## config.mk

```make
export PLATFORM = sky130hd
export DESIGN_NAME = switch_conditioner_flat
export DESIGN_NICKNAME = d
export VERILOG_FILES = /design/src/rtl/switch_conditioner_if.sv /design/src/rtl/switch_conditioner.sv /design/src/flat_wrapper.sv
export SDC_FILE = /design/constraint.sdc
export NUM_CORES = 1
export LEC_CHECK = 0
export ABC_AREA = 1
export BUFFER_PORTS_ARGS = -buffer_cell sky130_fd_sc_hd__buf_2
export CAP_MARGIN = 20
export CORE_MARGIN = 4
export CORE_UTILIZATION = 48
export CTS_CLUSTER_DIAMETER = 30
export CTS_CLUSTER_SIZE = 24
export DETAILED_ROUTE_END_ITERATION = 7
export GPL_ROUTABILITY_DRIVEN = 1
export PLACE_DENSITY = 0.65
export RECOVER_POWER = 25
export SYNTH_ARGS = -nofsm -noshare
export SYNTH_HDL_FRONTEND = slang
export SYNTH_SLANG_ARGS = --single-unit
export TNS_END_PERCENT = 20
```

## constraint.sdc

```tcl
create_clock -name clk -period 3.6 [get_ports clk]
set_input_delay 0 -clock clk [delete_from_list [all_inputs] [get_ports clk]]
set_output_delay 0 -clock clk [all_outputs]
set_load 0.02 [all_outputs]
```

## src/rtl/switch_conditioner_if.sv

```systemverilog
`default_nettype none
// ============================================================================
//  Module   : switch_conditioner_if
//  Brief    : Switch-conditioner bus. Carries the raw switch levels and the
//             acknowledge in, and the stable vector and change event out.
//  Revision : 1.0 - initial release
// ============================================================================
interface switch_conditioner_if #(
    parameter int N_SW = 10
);
    logic [N_SW-1:0] sw_raw;
    logic [N_SW-1:0] sw_stable;
    logic            init_done;
    logic            evt_valid;
    logic [N_SW-1:0] evt_mask;
    logic [3:0]      evt_idx;
    logic            evt_multi;
    logic            evt_overrun;
    logic            evt_ack;

    // Consumer side: supplies switch levels and acknowledges events
    modport master (
        output sw_raw,
        output evt_ack,
        input  sw_stable,
        input  init_done,
        input  evt_valid,
        input  evt_mask,
        input  evt_idx,
        input  evt_multi,
        input  evt_overrun
    );

    // Conditioner side
    modport slave (
        input  sw_raw,
        input  evt_ack,
        output sw_stable,
        output init_done,
        output evt_valid,
        output evt_mask,
        output evt_idx,
        output evt_multi,
        output evt_overrun
    );
endinterface
`default_nettype wire

```

## src/rtl/switch_conditioner.sv

```systemverilog
`default_nettype none
// ============================================================================
//  Module   : switch_conditioner
//  Brief    : Synchronizes and group-debounces the slide switches, publishes
//             a stable vector and a held, acknowledged change event.
//  Revision : 1.0 - initial release
// ============================================================================
module switch_conditioner #(
    parameter int N_SW            = 10,
    parameter int DEBOUNCE_CYCLES = 500000,
    parameter int CNT_W           = 20
) (
    input  wire logic       clk,
    input  wire logic       reset_n,
    switch_conditioner_if.slave sw_if
);

    localparam logic [0:0]      ST_INIT = 1'b0;
    localparam logic [0:0]      ST_RUN  = 1'b1;
    localparam logic [CNT_W-1:0] CNT_MAX = CNT_W'(DEBOUNCE_CYCLES - 1);
    // The commit fires on the edge where the count reaches its terminal value,
    // so a held change lands DEBOUNCE_CYCLES+1 edges after s1 first sees it
    // and an s2 excursion of exactly DEBOUNCE_CYCLES cycles is accepted.
    localparam logic [CNT_W-1:0] CNT_ARM = CNT_W'(DEBOUNCE_CYCLES - 2);
    localparam logic [N_SW-1:0]  ONE     = N_SW'(1);

    logic [N_SW-1:0]  sync1;
    logic [N_SW-1:0]  sync2;
    logic [N_SW-1:0]  cand;
    logic [CNT_W-1:0] cnt;
    logic [0:0]       state;
    logic [N_SW-1:0]  stable;
    logic             init_done;
    logic             evt_valid;
    logic [N_SW-1:0]  evt_mask;
    logic             evt_overrun;
    logic [3:0]       evt_idx;
    logic             evt_multi;

    logic             commit;
    logic             new_change;
    logic [N_SW-1:0]  new_mask;

    assign commit     = (sync2 == cand) && (cnt >= CNT_ARM);
    assign new_change = commit && (state == ST_RUN) && (cand != stable);
    assign new_mask   = cand ^ stable;

    // Two-flop synchronizer bringing the raw switch levels into clk
    always_ff @(posedge clk or negedge reset_n) begin
        if (!reset_n) begin
            sync1 <= '0;
            sync2 <= '0;
        end else begin
            sync1 <= sw_if.sw_raw;
            sync2 <= sync1;
        end
    end

    // Candidate tracking: any change of the synchronized vector restarts the window
    always_ff @(posedge clk or negedge reset_n) begin
        if (!reset_n) begin
            cand <= '0;
            cnt  <= '0;
        end else if (sync2 != cand) begin
            cand <= sync2;
            cnt  <= '0;
        end else if (cnt < CNT_MAX) begin
            cnt  <= cnt + CNT_W'(1);
        end
    end

    // Stable-vector FSM: first commit initializes silently, later ones update
    always_ff @(posedge clk or negedge reset_n) begin
        if (!reset_n) begin
            state     <= ST_INIT;
            stable    <= '0;
            init_done <= 1'b0;
        end else begin
            case (state)
                ST_INIT: begin
                    if (commit) begin
                        stable    <= cand;
                        init_done <= 1'b1;
                        state     <= ST_RUN;
                    end
                end
                default: begin
                    if (new_change) begin
                        stable <= cand;
                    end
                end
            endcase
        end
    end

    // Event register: raise, merge into a pending event, or clear on acknowledge
    always_ff @(posedge clk or negedge reset_n) begin
        if (!reset_n) begin
            evt_valid   <= 1'b0;
            evt_mask    <= '0;
            evt_overrun <= 1'b0;
        end else if (new_change) begin
            if (!evt_valid || sw_if.evt_ack) begin
                evt_valid   <= 1'b1;
                evt_mask    <= new_mask;
                evt_overrun <= 1'b0;
            end else begin
                evt_mask    <= evt_mask | new_mask;
                evt_overrun <= 1'b1;
            end
        end else if (evt_valid && sw_if.evt_ack) begin
            evt_valid   <= 1'b0;
            evt_mask    <= '0;
            evt_overrun <= 1'b0;
        end
    end

    // Lowest-set-bit index and multi-bit flag derived from the event mask
    always_comb begin
        evt_idx = 4'd0;
        for (int i = N_SW - 1; i >= 0; i--) begin
            if (evt_mask[i]) begin
                evt_idx = 4'(i);
            end
        end
        evt_multi = |(evt_mask & (evt_mask - ONE));
    end

    assign sw_if.sw_stable   = stable;
    assign sw_if.init_done   = init_done;
    assign sw_if.evt_valid   = evt_valid;
    assign sw_if.evt_mask    = evt_mask;
    assign sw_if.evt_idx     = evt_idx;
    assign sw_if.evt_multi   = evt_multi;
    assign sw_if.evt_overrun = evt_overrun;

endmodule
`default_nettype wire
```

## src/flat_wrapper.sv

```systemverilog
// flat-port wrapper written by rule: the top's interface ports become plain ports
module switch_conditioner_flat 
#(
    parameter int N_SW            = 10,
    parameter int DEBOUNCE_CYCLES = 500000,
    parameter int CNT_W           = 20
)
  (clk, reset_n, sw_if_sw_raw, sw_if_evt_ack, sw_if_sw_stable, sw_if_init_done, sw_if_evt_valid, sw_if_evt_mask, sw_if_evt_idx, sw_if_evt_multi, sw_if_evt_overrun);
  switch_conditioner_if #(.N_SW(N_SW)) sw_if_i ();
  input  wire logic clk;
  input  wire logic reset_n;
  input wire logic [$bits(sw_if_i.sw_raw)-1:0] sw_if_sw_raw;
  input wire logic [$bits(sw_if_i.evt_ack)-1:0] sw_if_evt_ack;
  output wire logic [$bits(sw_if_i.sw_stable)-1:0] sw_if_sw_stable;
  output wire logic [$bits(sw_if_i.init_done)-1:0] sw_if_init_done;
  output wire logic [$bits(sw_if_i.evt_valid)-1:0] sw_if_evt_valid;
  output wire logic [$bits(sw_if_i.evt_mask)-1:0] sw_if_evt_mask;
  output wire logic [$bits(sw_if_i.evt_idx)-1:0] sw_if_evt_idx;
  output wire logic [$bits(sw_if_i.evt_multi)-1:0] sw_if_evt_multi;
  output wire logic [$bits(sw_if_i.evt_overrun)-1:0] sw_if_evt_overrun;
  assign sw_if_i.sw_raw = sw_if_sw_raw;
  assign sw_if_i.evt_ack = sw_if_evt_ack;
  assign sw_if_sw_stable = sw_if_i.sw_stable;
  assign sw_if_init_done = sw_if_i.init_done;
  assign sw_if_evt_valid = sw_if_i.evt_valid;
  assign sw_if_evt_mask = sw_if_i.evt_mask;
  assign sw_if_evt_idx = sw_if_i.evt_idx;
  assign sw_if_evt_multi = sw_if_i.evt_multi;
  assign sw_if_evt_overrun = sw_if_i.evt_overrun;
  switch_conditioner #(.N_SW(N_SW), .DEBOUNCE_CYCLES(DEBOUNCE_CYCLES), .CNT_W(CNT_W)) u_core (.clk(clk), .reset_n(reset_n), .sw_if(sw_if_i));
endmodule
```

# Yosys cells after proc, flatten, opt, wreduce, memory -nomap -nowiden
# Index checks and enable logic that the tools add are counted.
# word_totals
reg_bits	74
latchBits	0
ramBits	0
romBits	0
inputBits	13
out_inout_bits	28
word_cells	61
mem_count	0
# classes
n_addsub	2
n_mul	0
div_mod_pow	0
order_cmp	2
eq_ne	5
n_shift	0
n_mux	25
bitwise_logic	4
reduce_logical	13
# op_table
op	n
2-to-1 mux 10 bit	6
2-to-1 mux 20 bit	2
2-to-1 mux 4 bit	10
adder 20 x 1 -> 20 bit, second input constant	1
>= comparator 20 x 19 -> 1 bit, second input constant	1
< comparator 20 x 19 -> 1 bit, second input constant	1
inequality test 10 bit	2
AND 10 bit	1
equality test 10 bit	1
OR 10 bit	1
OR reduction 10 bit	1
subtractor 10 x 1 -> 10 bit, second input constant	1
bitwise XOR 10 bit	1
2-to-1 mux 1 bit	7
AND reduction 2 bit	3
nonzero test 2 bit	3
logical AND 1 bit	4
inequality test 2 bit, second input constant	2
logical NOT 1 bit	1
logical OR 1 bit	1
NOT 1 bit	1

# Longest topological paths before layout
# Gate-level depths: netlist of run 1.
# logic_depth
ltp_word	10
mapped_depth	12

# Worst setup path after synthesis of run 1
# Ideal clock, no wire load.
# synth_path
kind	reg2reg
from	reg u_core.cnt[0]
to	reg u_core.cnt[16]
setup_time_ns	0.071
arrival_ns	1.518
required_time_ns	3.529
slack_ns	2.011
stages_incl_launch_ff	10
cell_sequence	dfrtp_1 > ha_1 > inv_1 > nor2_1 > nand2_1 > nor4_1 > nand3_1 > nand2_1 > inv_1 > nor2_1
# synth_via
elab_chain_cells	3
# synth_lines
element	line_no	source
start, declared	switch_conditioner.sv:30	logic [CNT_W-1:0] cnt;
start signal, assigned	switch_conditioner.sv:68	cnt <= cnt + CNT_W'(1);
adder 20 x 1 -> 20 bit	switch_conditioner.sv:68	
2-to-1 mux 20 bit	switch_conditioner.sv:67	end else if (cnt < CNT_MAX) begin
2-to-1 mux 20 bit	switch_conditioner.sv:64	end else if (sync2 != cand) begin
# Parallel ways exist; a longest one is shown, timed or not. The select of a mux whose other input is x is not followed.
# A chain may end at the register's enable or synchronous reset.

# Final worst setup path of run 1
# layout_path
from	reg u_core.cand[8]
to	reg u_core.evt_mask[7], in the netlist u_core.sw_if.evt_mask[7]
# layout_via
elab_chain_cells	5
# layout_lines
element	line_no	source
start, declared	switch_conditioner.sv:29	logic [N_SW-1:0] cand;
start signal, assigned	switch_conditioner.sv:65	cand <= sync2;
equality test 10 bit	switch_conditioner.sv:44	assign commit = (sync2 == cand) && (cnt >= CNT_ARM);
logical AND 1 bit	switch_conditioner.sv:44	
logical AND 1 bit	switch_conditioner.sv:45	assign new_change = commit && (state == ST_RUN) && (cand != stable);
logical AND 1 bit *	switch_conditioner.sv:45	
2-to-1 mux 10 bit / nonzero test 2 bit (equally long branches)	--	
end signal, assigned	switch_conditioner.sv:105	evt_mask <= new_mask;
end signal, assigned	switch_conditioner.sv:108	evt_mask <= evt_mask | new_mask;
end, declared	switch_conditioner.sv:35	logic [N_SW-1:0] evt_mask;
# Mark *: on every way between the ends. The rest lies on a longest branch, timed or not.

==> results.md, run 1 <==
- Max-cap violations: 0
- Die area: 9480 um2
- CP Data Arrival Time: 2.42 ns
- Largest cells by area after synthesis: dfrtp_1 48%, nand2_1 13%, inv_1 6.7%
- Worst Path Max Fanout: 12
- Fin nets: around 550
- WP data required: approximately 3.8 ns
- Synth area leader: dfrtp_1
- Comb pwr share: 0.042
- Pin count of the biggest net entering global routing: 75
- CTS Buf Count: 9
- CTS clk-pin slew, worst paths: 0.08 ns
- Hold Buf Count CTS: 12
- Min Tclk post-route: 2.18 ns
- DR vias: roughly 3200
- Vias in the first global route: 3152
- H-tree levels: 3
- Max clock buf depth: 2
- Ports: 41
- Clock network fraction of total power: 0.406
- Area growth syn-to-layout: 13.8%
- # resized after CTS: 0
- Drt via density: 4.92
- Placer Congestion: 0.833
- Syn_nets: approximately 510
- Max-slew headroom: 0.398
- Initial antenna violation count: 0
- Pwr Density: 358 nW/um2
- Router iterations before antenna repair: 4
- Post-Layout Inst Area: 4360 um2
- Clock Root Buffer: clkbuf_8
- Seq pwr share: 0.552
- Commonest non-fill, non-tap cell in the layout: nand2_1
- DRC violations left: 0
- Register area share after synthesis: 0.483
- Outcome: finished, final reports clean
- Wire per inst: 12.5 um
- Count of final setup violators: 0
- Post-route ant nets: 0
- Worst Max-Slew Pin Slew: 0.903 ns
- Post-DP HPWL: 5740 um
- Synth cell types: 36
- Area share of the largest cell type after synthesis: 0.483
- Fin. Hold Viols: 0
- GRT overflow: 0
- Leak: 2.17 nW
- Max VDD drop: ~0.29 mV
- Hold WC Path Type: in2reg
- Period Utilization, post-route: 0.606
- Die width: about 100 um
- Worst Setup End Kind: flop
- Startpoint Class: flop
- DIE HEIGHT: about 97 um
- Insertion delay to the later sink of the worst-skew pair: 0.35 ns
- Sinks on Clock Net: 74
- P_sw: 0.000366 W
- # fillers: about 760
- Post-Route WL: ~8100 um
- First-pass GRT wire length: 14300 um
- Syn. warnings: 0
- Mapped Cells: around 500
- Sw frac: 0.235
- Post-DP Area: 4070 um2
- RSZ-0062 raised after global routing: false
- FF+latch count, synth: 74
- Port Buffer Count: 40
- Commonest cells after routing, fill and taps aside: 132 x nand2_1, 74 x dfrtp_1, 68 x inv_1, 57 x nor2_1, 34 x nand3_1
- DRT iter0 DRCs: 160
- Initial Util: 0.496
- Setup TNS: 0 ns
- Final Slew Violations: 0
- FP Rows: 32
- Clk_skew: approximately 0.0070 ns
- # diodes: 0
- P_int: 0.00119 W
- Post-Syn Area: 3830 um2
- CTS tree: done
- Global Route Usage Sum: 0.184
- Core area: 7730 um2
- Peak Freq: between 0.4 and 0.5 GHz
- Hold Slack: 0.286 ns
- Syn Area/Cell: 7.76 um2
- Worst Setup Path Type: reg2reg
- Post-CTS Setup Inserts: 0
- Share of layout cells above drive strength 1: 0.124
==> per-stage QoR <==
step | instances | utilization | setup WS (ns) | power, W
6_report | 644 | 0.565 | 1.42 | 0.00156
3_5_place_dp | 617 | 0.527 | 1.45 | 0.000935
4_1_cts | 644 | 0.567 | 1.45 | 0.00158
3_3_place_gp | 617 | 0.527 | 1.52 | 0.000934
2_1_floorplan | 494 | - | 2.01 | 0.000906
5_1_grt | 644 | 0.565 | 1.13 | 0.00163
==> synthesized netlist by cell type <==
cell type	instances
nand2_1	132
dfrtp_1	74
inv_1	68
nor2_1	57
nand3_1	34
o21ai_0	18
clkbuf_1	13
a21oi_1	10
o211ai_1	10
xnor2_1	10
nand3_2	9
nand4_1	8
nor3_1	6
inv_2	4
nor2_2	4
o21ai_1	4
buf_2	3
buf_4	3
nand2_2	3
o22ai_1	3
xor2_1	3
and3_1	2
buf_6	2
ha_1	2
a211oi_1	1
a21boi_0	1
a21o_1	1
clkinv_1	1
maj3_1	1
nor2_4	1
nor2_8	1
nor2b_1	1
nor4_1	1
o21ai_2	1
o21bai_1	1
or2_2	1
==> worst max-delay path, stage by stage (launching register included) <==
cell and delay (ns):
dfrtp_1 0.46, nand2_1 0.09, inv_1 0.04, nor2_1 0.11, nor2_1 0.06, nand3_1 0.08, nor2_1 0.04, nor2_1 0.59
nand2_2 0.38, nand3_1 0.17, nand2_1 0.06
==> cell families after synthesis <==
group / after synthesis / synth area share
buffers and inverters: 94 / 0.0999
DFF: 74 / 0.483
AOI/OAI and AO/OA: 50 / 0.0764
xor gates and xnor gates: 13 / 0.0297
adders and majority gates: 3 / 0.00914
and+or+nand+nor: 260 / 0.302
==> worst paths after layout <==
path / endpoint / startpoint / cells after the start / slack [ns]
worst max-delay path: u_core.sw_if.evt_mask[7] / u_core.cand[8] / 10 / 1.42
worst min-delay path: u_core.sync1[6] / sw_if_sw_raw[6] / 2 / 0.29
worst max register to register: u_core.sw_if.evt_mask[7] / u_core.cand[8] / 10 / 1.42
worst min register to register: u_core.sync2[4] / u_core.sync1[4] / 0 / 0.35
max in group asynchronous: u_core.cnt[13] / reset_n / 2 / 2.69
min in group asynchronous: u_core.cand[5] / reset_n / 2 / 0.33
==> state kept, by name (all words and copies together), names as in the netlist <==
signal                    cells
u_core.cand                  10
u_core.cnt                   20
u_core.state                  1
u_core.sw_if.evt_mask        10
u_core.sw_if.evt_overrun      1
u_core.sw_if.evt_valid        1
u_core.sw_if.init_done        1
u_core.sw_if.sw_stable       10
u_core.sync1                 10
u_core.sync2                 10
==> final cells by class <==
| cell class | count | area (um2) | area share |
|---|---|---|---|
| Sequential cell | 74 | 1850 | 0.424 |
| Multi-Input combinational cell | 326 | 1600 | 0.366 |
| Timing Repair Buffer | 54 | 320 | 0.0734 |
| Inverter | 73 | 274 | 0.0628 |
| Tap cell | 102 | 128 | 0.0293 |
| Clock buffer | 9 | 124 | 0.0284 |
| Clock inverter | 6 | 67.6 | 0.0155 |
==> routing by layer <==
| layer | GRT usage | routed length, um | vias up |
|---|---|---|---|
| met1 | 0.241 | 3870 | 1461 |
| met2 | 0.297 | 3700 | 62 |
| li1 | - | - | 1633 |
| met3 | 0.0438 | 343 | 12 |
| met4 | 0.0682 | 162 | 0 |
| met5 | 0 | 0 | - |
==> power by group through the flow <==
stage	sequential (W)	combinational (W)	clock, W
6_report	0.000861	0.0000656	0.000633
5_1_grt	0.000864	0.0000762	0.000689
4_1_cts	0.000861	0.0000671	0.000653
3_5_place_dp	0.000878	0.0000570	0
3_3_place_gp	0.000878	0.0000561	0
2_1_floorplan	0.000874	0.0000313	0
(Power assumes the default switching activity.)
==> run 2: changes to the inputs <==
--- a/config.mk
+++ b/config.mk
@@ -14,7 +14,7 @@
 export CTS_CLUSTER_SIZE = 24
 export DETAILED_ROUTE_END_ITERATION = 7
 export GPL_ROUTABILITY_DRIVEN = 1
-export PLACE_DENSITY = 0.65
+export PLACE_DENSITY = 0.68
 export RECOVER_POWER = 25
 export SYNTH_ARGS = -nofsm -noshare
 export SYNTH_HDL_FRONTEND = slang
==> constraint.sdc (replaced) <==
create_clock -name clk -period 2 [get_ports clk]
set_input_delay 0 -clock clk [delete_from_list [all_inputs] [get_ports clk]]
set_output_delay 0 -clock clk [all_outputs]
set_load 0.02 [all_outputs]
==> run 2 against run 1 <==
  * Wire length about the same
  * First-iteration DRC count decreased by 6.9%
  * Global-route usage decreased by 0.53 points
  * Register-to-register slack got worse by 1.3 ns
  * Critical path depth unchanged
  * Cell count increased by 1.4%
  * Non-clock buffer count increased by 8
  * Clock skew increased by 0.0017 ns
  * Final area increased by 2.5%
==> results.md, run 2 (synthesized netlist as in run 1, its figures left out) <==
- Drt via density: 4.94 (was 4.92)
- Worst setup margin: 0.158 ns (was 1.42 ns)
- Post-route ant nets: 0 (unchanged)
- Max-slew headroom: 0.396 (was 0.398)
- Post-DP HPWL: 5830 um (was 5740 um)
- Sinks on Clock Net: 74 (unchanged)
- Max reg flops: 20 (unchanged)
- Commonest non-fill, non-tap cell in the layout: nand2_1 (unchanged)
- DRT iter0 DRCs: 149 (was 160)
- GR met1 Demand/Resource: 0.263 (was 0.241)
- GR peak layer: met1 (was met2)
- H-tree levels: 3 (unchanged)
- P_sw: 0.000691 W (was 0.000366 W)
- # fillers: 696 (was 763)
- # diodes: 0 (unchanged)
- Fin nets: 561 (was 553)
- P_int: 0.00220 W (was 0.00119 W)
- Final Slew Violations: 0 (unchanged)
- Seq pwr share: 0.536 (was 0.552)
- Core area: 7730 um2 (unchanged)
- Seq. cell area: 1850 um2 (about the same)
- Ports: 41 (unchanged)
- Fin. Hold Viols: 0 (unchanged)
- GRT overflow: 0 (unchanged)
- Wire per inst: 12.4 um (was 12.5 um)
- DR vias: 3223 (was 3168)
- Comb pwr share: 0.041 (was 0.042)
- Area of the multi-input gates: 1610 um2 (was 1600 um2)
- Clk_skew: 0.00872 ns (was 0.00697 ns)
- Sw frac: 0.239 (was 0.235)
- Period Utilization, post-route: 0.921 (was 0.606)
- Area growth syn-to-layout: 16.7% (was 13.8%)
- Pin count of the biggest net entering global routing: 75 (unchanged)
- Hold Startpoint: sw_if_sw_raw[3] (was sw_if_sw_raw[6])
- DIE HEIGHT: 97.4 um (unchanged)
- Hold WC Path Type: in2reg (unchanged)
- Post-CTS Setup Inserts: 0 (unchanged)
- Vias in the first global route: 3007 (was 3152)
- Initial antenna violation count: 0 (unchanged)
- Startpoint Class: flop (unchanged)
- Count of final setup violators: 0 (unchanged)
- Max VDD drop: 0.391 mV (was 0.289 mV)
- R2r startpoint: u_core.cnt[0] (was u_core.cand[8])
- Worst Max-Slew Pin Slew: 0.906 ns (was 0.903 ns)
- Worst Setup Path Type: reg2reg (unchanged)
- Insertion delay to the later sink of the worst-skew pair: 0.35 ns (about the same)
- Leak: 2.24 nW (was 2.17 nW)
- Die width: 97.4 um (unchanged)
- Share of layout cells above drive strength 1: 0.145 (was 0.124)
- Min Tclk post-route: 1.84 ns (was 2.18 ns)
- Global Route Usage Sum: 0.178 (was 0.184)
- Pwr Density: 647 nW/um2 (was 358 nW/um2)
- FP Rows: 32 (unchanged)
- Worst Path Max Fanout: 8 (was 12)
- Setup WS pre-CTS: 0.0118 ns (was 1.45 ns)
- Worst Setup End Kind: flop (unchanged)
- Met2 Track Usage GR: 0.260 (was 0.297)
- WP data required: 2.24 ns (was 3.84 ns)
- Clock Root Buffer: clkbuf_8 (unchanged)
- Max clock buf depth: 2 (unchanged)
- Placer Congestion: 0.912 (was 0.833)
- Outcome: finished, final reports clean (unchanged)
- Met3 usage: 0.0452 (was 0.0438)
- Largest Register: u_core.cnt (unchanged)
- Clock network fraction of total power: 0.423 (was 0.406)
- Die area: 9480 um2 (unchanged)
- Finished Core Util: 0.579 (was 0.565)
- Port Buffer Count: 40 (unchanged)
- CTS Buf Count: 9 (unchanged)
- Non-filler instance count after layout: 653 (was 644)
- Setup TNS: 0 ns (unchanged)
- CP Data Arrival Time: 2.09 ns (was 2.42 ns)
- Critical Path Source: u_core.cnt[0] (was u_core.cand[8])
- Router iterations before antenna repair: 5 (was 4)
- Inst Count DP: 625 (was 617)
- Commonest cells after routing, fill and taps aside: 131 x nand2_1, 73 x dfrtp_1, 68 x inv_1, 56 x nor2_1, 34 x nand3_1 (was 132 x nand2_1, 74 x dfrtp_1, 68 x inv_1, 57 x nor2_1, 34 x nand3_1)
- RSZ-0062 raised after global routing: false (unchanged)
- First-pass GRT wire length: 13900 um (was 14300 um)
- Max-cap violations: 0 (unchanged)
- DRC violations left: 0 (unchanged)
- Post-Route WL: 8090 um (was 8080 um)
- CTS tree: done (unchanged)
- CTS clk-pin slew, worst paths: 0.08 ns (about the same)
- Post-DP Area: 4140 um2 (was 4070 um2)
- Post-Layout Inst Area: 4470 um2 (was 4360 um2)
- Peak Freq: 0.543 GHz (was 0.459 GHz)
- Initial Util: 0.496 (unchanged)
## run 2: repair_timing
action,4_1_cts,5_1_grt
gates resized for setup,1,4
hold buffers,12,0
setup endpoints to repair,1,7
hold endpoints to repair,85,0
## run 2: path summary, 6_finish.rpt
kind / to / slack (ns) / cells past startpoint
max: u_core.cnt[13] / 0.16 / 10
max in group asynchronous: u_core.cnt[0] / 1.02 / 2
min in group asynchronous: u_core.sw_if.sw_stable[9] / 0.34 / 2
max reg2reg: u_core.cnt[13] / 0.16 / 10
min: u_core.sync1[3] / 0.29 / 2
min reg2reg: u_core.sync2[4] / 0.35 / 0
## run 2: critical path, stage by stage (launching register included)
cell and delay (ns):
dfrtp_2 0.45, ha_1 0.23, inv_1 0.06, nor2_1 0.06
buf_4 0.13, nand3_1 0.09, nand3_1 0.29, nand2_2 0.25
nand3_1 0.09, nand2_1 0.06, inv_1 0.03
## run 2: final cells by class
| type | instances | area share |
|---|---|---|
| Multi-Input combinational cell | 326 | 0.361 |
| Sequential cell | 74 | 0.414 |
| Timing Repair Buffer | 62 | 0.0879 |
| Tap cell | 102 | 0.0285 |
| Clock buffer | 10 | 0.0308 |
| Clock inverter | 6 | 0.0162 |
| Inverter | 73 | 0.0613 |
## run 2: stage by stage
step           hold WS [ns]  total power, W
2_1_floorplan        -0.296         0.00163
3_3_place_gp          0.108         0.00168
3_5_place_dp          0.109         0.00168
4_1_cts               0.263         0.00293
5_1_grt               0.277         0.00302
6_report              0.291         0.00289
## run 2: metal layers
metal	share of wire	routed length, um
met1	0.51	4140
met3	0.053	427
met2	0.42	3400
met4	0.015	121
met5	0	0
## run 2: power by group through the flow
stage               Combinational (W)  Clock (W)  Sequential (W)
floorplan                   0.0000562          0         0.00157
global placement             0.000101          0         0.00158
detailed placement           0.000102          0         0.00158
CTS                          0.000121    0.00125         0.00155
global route                 0.000138    0.00133         0.00155
finish                       0.000117    0.00122         0.00155
==> run 3: changes to the inputs <==
--- a/config.mk
+++ b/config.mk
@@ -6,16 +6,17 @@
 export NUM_CORES = 1
 export LEC_CHECK = 0
 export ABC_AREA = 1
-export BUFFER_PORTS_ARGS = -buffer_cell sky130_fd_sc_hd__buf_2
 export CAP_MARGIN = 20
 export CORE_MARGIN = 4
 export CORE_UTILIZATION = 48
 export CTS_CLUSTER_DIAMETER = 30
 export CTS_CLUSTER_SIZE = 24
 export DETAILED_ROUTE_END_ITERATION = 7
+export DONT_BUFFER_PORTS = 1
 export GPL_ROUTABILITY_DRIVEN = 1
-export PLACE_DENSITY = 0.68
+export PLACE_DENSITY = 0.63
 export RECOVER_POWER = 25
+export REMOVE_ABC_BUFFERS = 1
 export SYNTH_ARGS = -nofsm -noshare
 export SYNTH_HDL_FRONTEND = slang
 export SYNTH_SLANG_ARGS = --single-unit
==> run 3 against run 2 <==
  * Die area unchanged
  * Hold slack got worse by 0.088 ns
  * Worst setup slack worse by 0.0067 ns
  * Non-clock buffer count is 26 lower
  * Global-route usage up 0.23 points
  * Sequential share of layout area rose by 0.64 points
  * Total power decreased by 2.8%
  * Largest cell class unchanged
  * Clock skew is 0.0046 ns higher
  * Flip-flop and latch count unchanged
  * Wire length is 5.1% higher
  * Maximum frequency decreased by 0.36%
==> results.md, run 3 (synthesized netlist as in run 1, its figures left out) <==
- Outcome: finished, final reports clean (unchanged)
- Clock Root Buffer: clkbuf_8 (unchanged)
- DIE HEIGHT: 97.4 um (unchanged)
- Tot Pwr: 0.00281 W (was 0.00289 W)
- DRC violations left: 0 (unchanged)
- Largest Register: u_core.cnt (unchanged)
- Worst setup margin: 0.152 ns (was 0.158 ns)
- Wire per inst: 13.6 um (was 12.4 um)
- Worst Max-Slew Pin Slew: 1.00 ns (was 0.906 ns)
- Post-Route WL: 8500 um (was 8090 um)
- Critical Path Source: u_core.cand[2] (was u_core.cnt[0])
- Fin. Hold Viols: 0 (unchanged)
- Vias in the first global route: 2939 (was 3007)
- Met3 usage: 0.0459 (was 0.0452)
- Worst Path Max Fanout: 8 (unchanged)
- Reg2reg path depth: 12 (was 10)
- Worst r2r dst: u_core.sw_if.sw_stable[5] (was u_core.cnt[13])
- Peak Freq: 0.541 GHz (was 0.543 GHz)
- CTS tree: done (unchanged)
- Clk_skew: 0.0134 ns (was 0.00872 ns)
- Port Buffer Count: 0 (was 40)
- CP Data Arrival Time: 2.09 ns (about the same)
- Post-DP HPWL: 5970 um (was 5830 um)
- GR peak layer: met2 (was met1)
- Setup WS pre-CTS: -0.0577 ns (was 0.0118 ns)
- # diodes: 0 (unchanged)
- Sinks on Clock Net: 74 (unchanged)
- R2r startpoint: u_core.cand[2] (was u_core.cnt[0])
- Area growth syn-to-layout: 14.8% (was 16.7%)
- Hold WC Path Type: in2reg (unchanged)
- Die area: 9480 um2 (unchanged)
- P_int: 0.00214 W (was 0.00220 W)
- Max-cap violations: 0 (unchanged)
- Period Utilization, post-route: 0.924 (was 0.921)
- Initial Util: 0.496 (unchanged)
- Max clock buf depth: 2 (unchanged)
- Max reg flops: 20 (unchanged)
- DR vias: 3200 (was 3223)
- Clock network fraction of total power: 0.409 (was 0.423)
- Sw frac: 0.238 (was 0.239)
- H-tree levels: 3 (unchanged)
- Leak: 2.17 nW (was 2.24 nW)
- Commonest cells after routing, fill and taps aside: 131 x nand2_1, 74 x dfrtp_1, 68 x inv_1, 55 x nor2_1, 33 x nand3_1 (was 131 x nand2_1, 73 x dfrtp_1, 68 x inv_1, 56 x nor2_1, 34 x nand3_1)
- Max-slew headroom: 0.331 (was 0.396)
- Commonest non-fill, non-tap cell in the layout: nand2_1 (unchanged)
- Count of final setup violators: 0 (unchanged)
- WP data required: 2.24 ns (about the same)
- Max VDD drop: 0.378 mV (was 0.391 mV)
- Router iterations before antenna repair: 4 (was 5)
- CP endpoint: u_core.sw_if.sw_stable[5] (was u_core.cnt[13])
- Internal reg-to-reg setup slack: 0.15 ns (was 0.16 ns)
- P_sw: 0.000668 W (was 0.000691 W)
- Min Tclk post-route: 1.85 ns (was 1.84 ns)
- Drt via density: 5.10 (was 4.94)
- Global Route Usage Sum: 0.181 (was 0.178)
- Comb pwr share: 0.039 (was 0.041)
- First-pass GRT wire length: 14000 um (was 13900 um)
- GRT overflow: 0 (unchanged)
- Setup TNS: 0 ns (unchanged)
- Seq pwr share: 0.552 (was 0.536)
- Die width: 97.4 um (unchanged)
- Worst Setup End Kind: flop (unchanged)
- Startpoint Class: flop (unchanged)
- CTS clk-pin slew, worst paths: 0.09 ns (was 0.08 ns)
- Pwr Density: 639 nW/um2 (was 647 nW/um2)
- Post-route ant nets: 0 (unchanged)
- GR met1 Demand/Resource: 0.258 (was 0.263)
- Final Slew Violations: 0 (unchanged)
- Insertion delay to the later sink of the worst-skew pair: 0.35 ns (about the same)
- CTS Buf Count: 9 (unchanged)
- Initial antenna violation count: 0 (unchanged)
- Fin nets: 536 (was 561)
- Met2 Track Usage GR: 0.271 (was 0.260)
- Pin count of the biggest net entering global routing: 75 (unchanged)
- Worst Setup Path Type: reg2reg (unchanged)
- Ports: 41 (unchanged)
- FP Rows: 32 (unchanged)
- Core area: 7730 um2 (unchanged)
- Share of layout cells above drive strength 1: 0.135 (was 0.145)
- DRT iter0 DRCs: 140 (was 149)
- Placer Congestion: 0.896 (was 0.912)
## run 3: cell count changes in the layout (fill, tap and decap cells not counted), sizes merged
cell	delta
buf	-13
clkbuf	-14
clkinvlp	+1
inv	-1
nor2	+1
## run 3: layout make-up
type | count | area [um2]
Clock inverter | 6 | 67.6
Clock buffer | 9 | 124
Timing Repair Buffer | 36 | 313
Tap cell | 102 | 128
Fill cell | 705 | 3330
Multi-Input combinational cell | 327 | 1640
Sequential cell | 74 | 1850
Inverter | 73 | 274
## run 3: per-layer routing
| layer | part of all wire | wire length (um) | up-vias |
|---|---|---|---|
| met4 | 0.0085 | 72 | 0 |
| met2 | 0.44 | 3780 | 68 |
| li1 | - | - | 1604 |
| met3 | 0.056 | 477 | 6 |
| met5 | 0 | 0 | - |
| met1 | 0.49 | 4170 | 1522 |
## run 3: metrics by stage
step / instances / instance area (um2) / hold slack [ns] / util
floorplan: 473 / 3720 / -0.296 / -
global placement: 595 / 4010 / -0.293 / 0.519
detailed placement: 595 / 4010 / -0.293 / 0.519
CTS: 623 / 4360 / 0.187 / 0.565
global route: 627 / 4400 / 0.193 / 0.569
finish: 627 / 4400 / 0.203 / 0.569
## run 3: power groups by stage
stage / clock network [W] / registers (W) / logic (W)
3_3_place_gp: 0 / 0.00158 / 0.0000613
3_5_place_dp: 0 / 0.00158 / 0.0000622
5_1_grt: 0.00124 / 0.00156 / 0.000129
6_report: 0.00115 / 0.00155 / 0.000111
2_1_floorplan: 0 / 0.00157 / 0.0000506
4_1_cts: 0.00118 / 0.00155 / 0.000118
## run 3: critical path, stage by stage, from the launching register on
cell     delay (ns)
dfrtp_1        0.38
inv_1          0.06
nand2_1        0.05
nand2_1        0.06
nor2_1         0.22
nand2_1        0.10
nor2_2         0.09
nand2_2        0.14
nor2_8         0.22
o21ai_2        0.11
buf_4          0.18
nand2_1        0.06
nand2_1        0.05
## run 3: how the worst min path moves through the flow
stage	startpoint	endpoint	slack, ns	depth (start not counted)
after global routing	sw_if_sw_raw[0]	u_core.sync1[0]	0.19	1
final	sw_if_sw_raw[8]	u_core.sync1[8]	0.20	1
after detailed placement	reset_n	u_core.sw_if.evt_mask[2]	-0.29	0
after global placement	reset_n	u_core.sw_if.evt_mask[2]	-0.29	0
after CTS	reset_n	u_core.sw_if.evt_mask[9]	0.19	2
after floorplan	reset_n	u_core.cand[0]	-0.30	0
## run 3: repair_timing
| action | 4_1_cts | 5_1_grt |
|---|---|---|
| cloned | 0 | 1 |
| resized for setup | 2 | 6 |
| pin swaps | 1 | 1 |
| setup endpoints to repair | 14 | 27 |
| endpoints found under the hold margin | 86 | 0 |
| hold buffers | 13 | 0 |
| setup buffers | 0 | 3 |
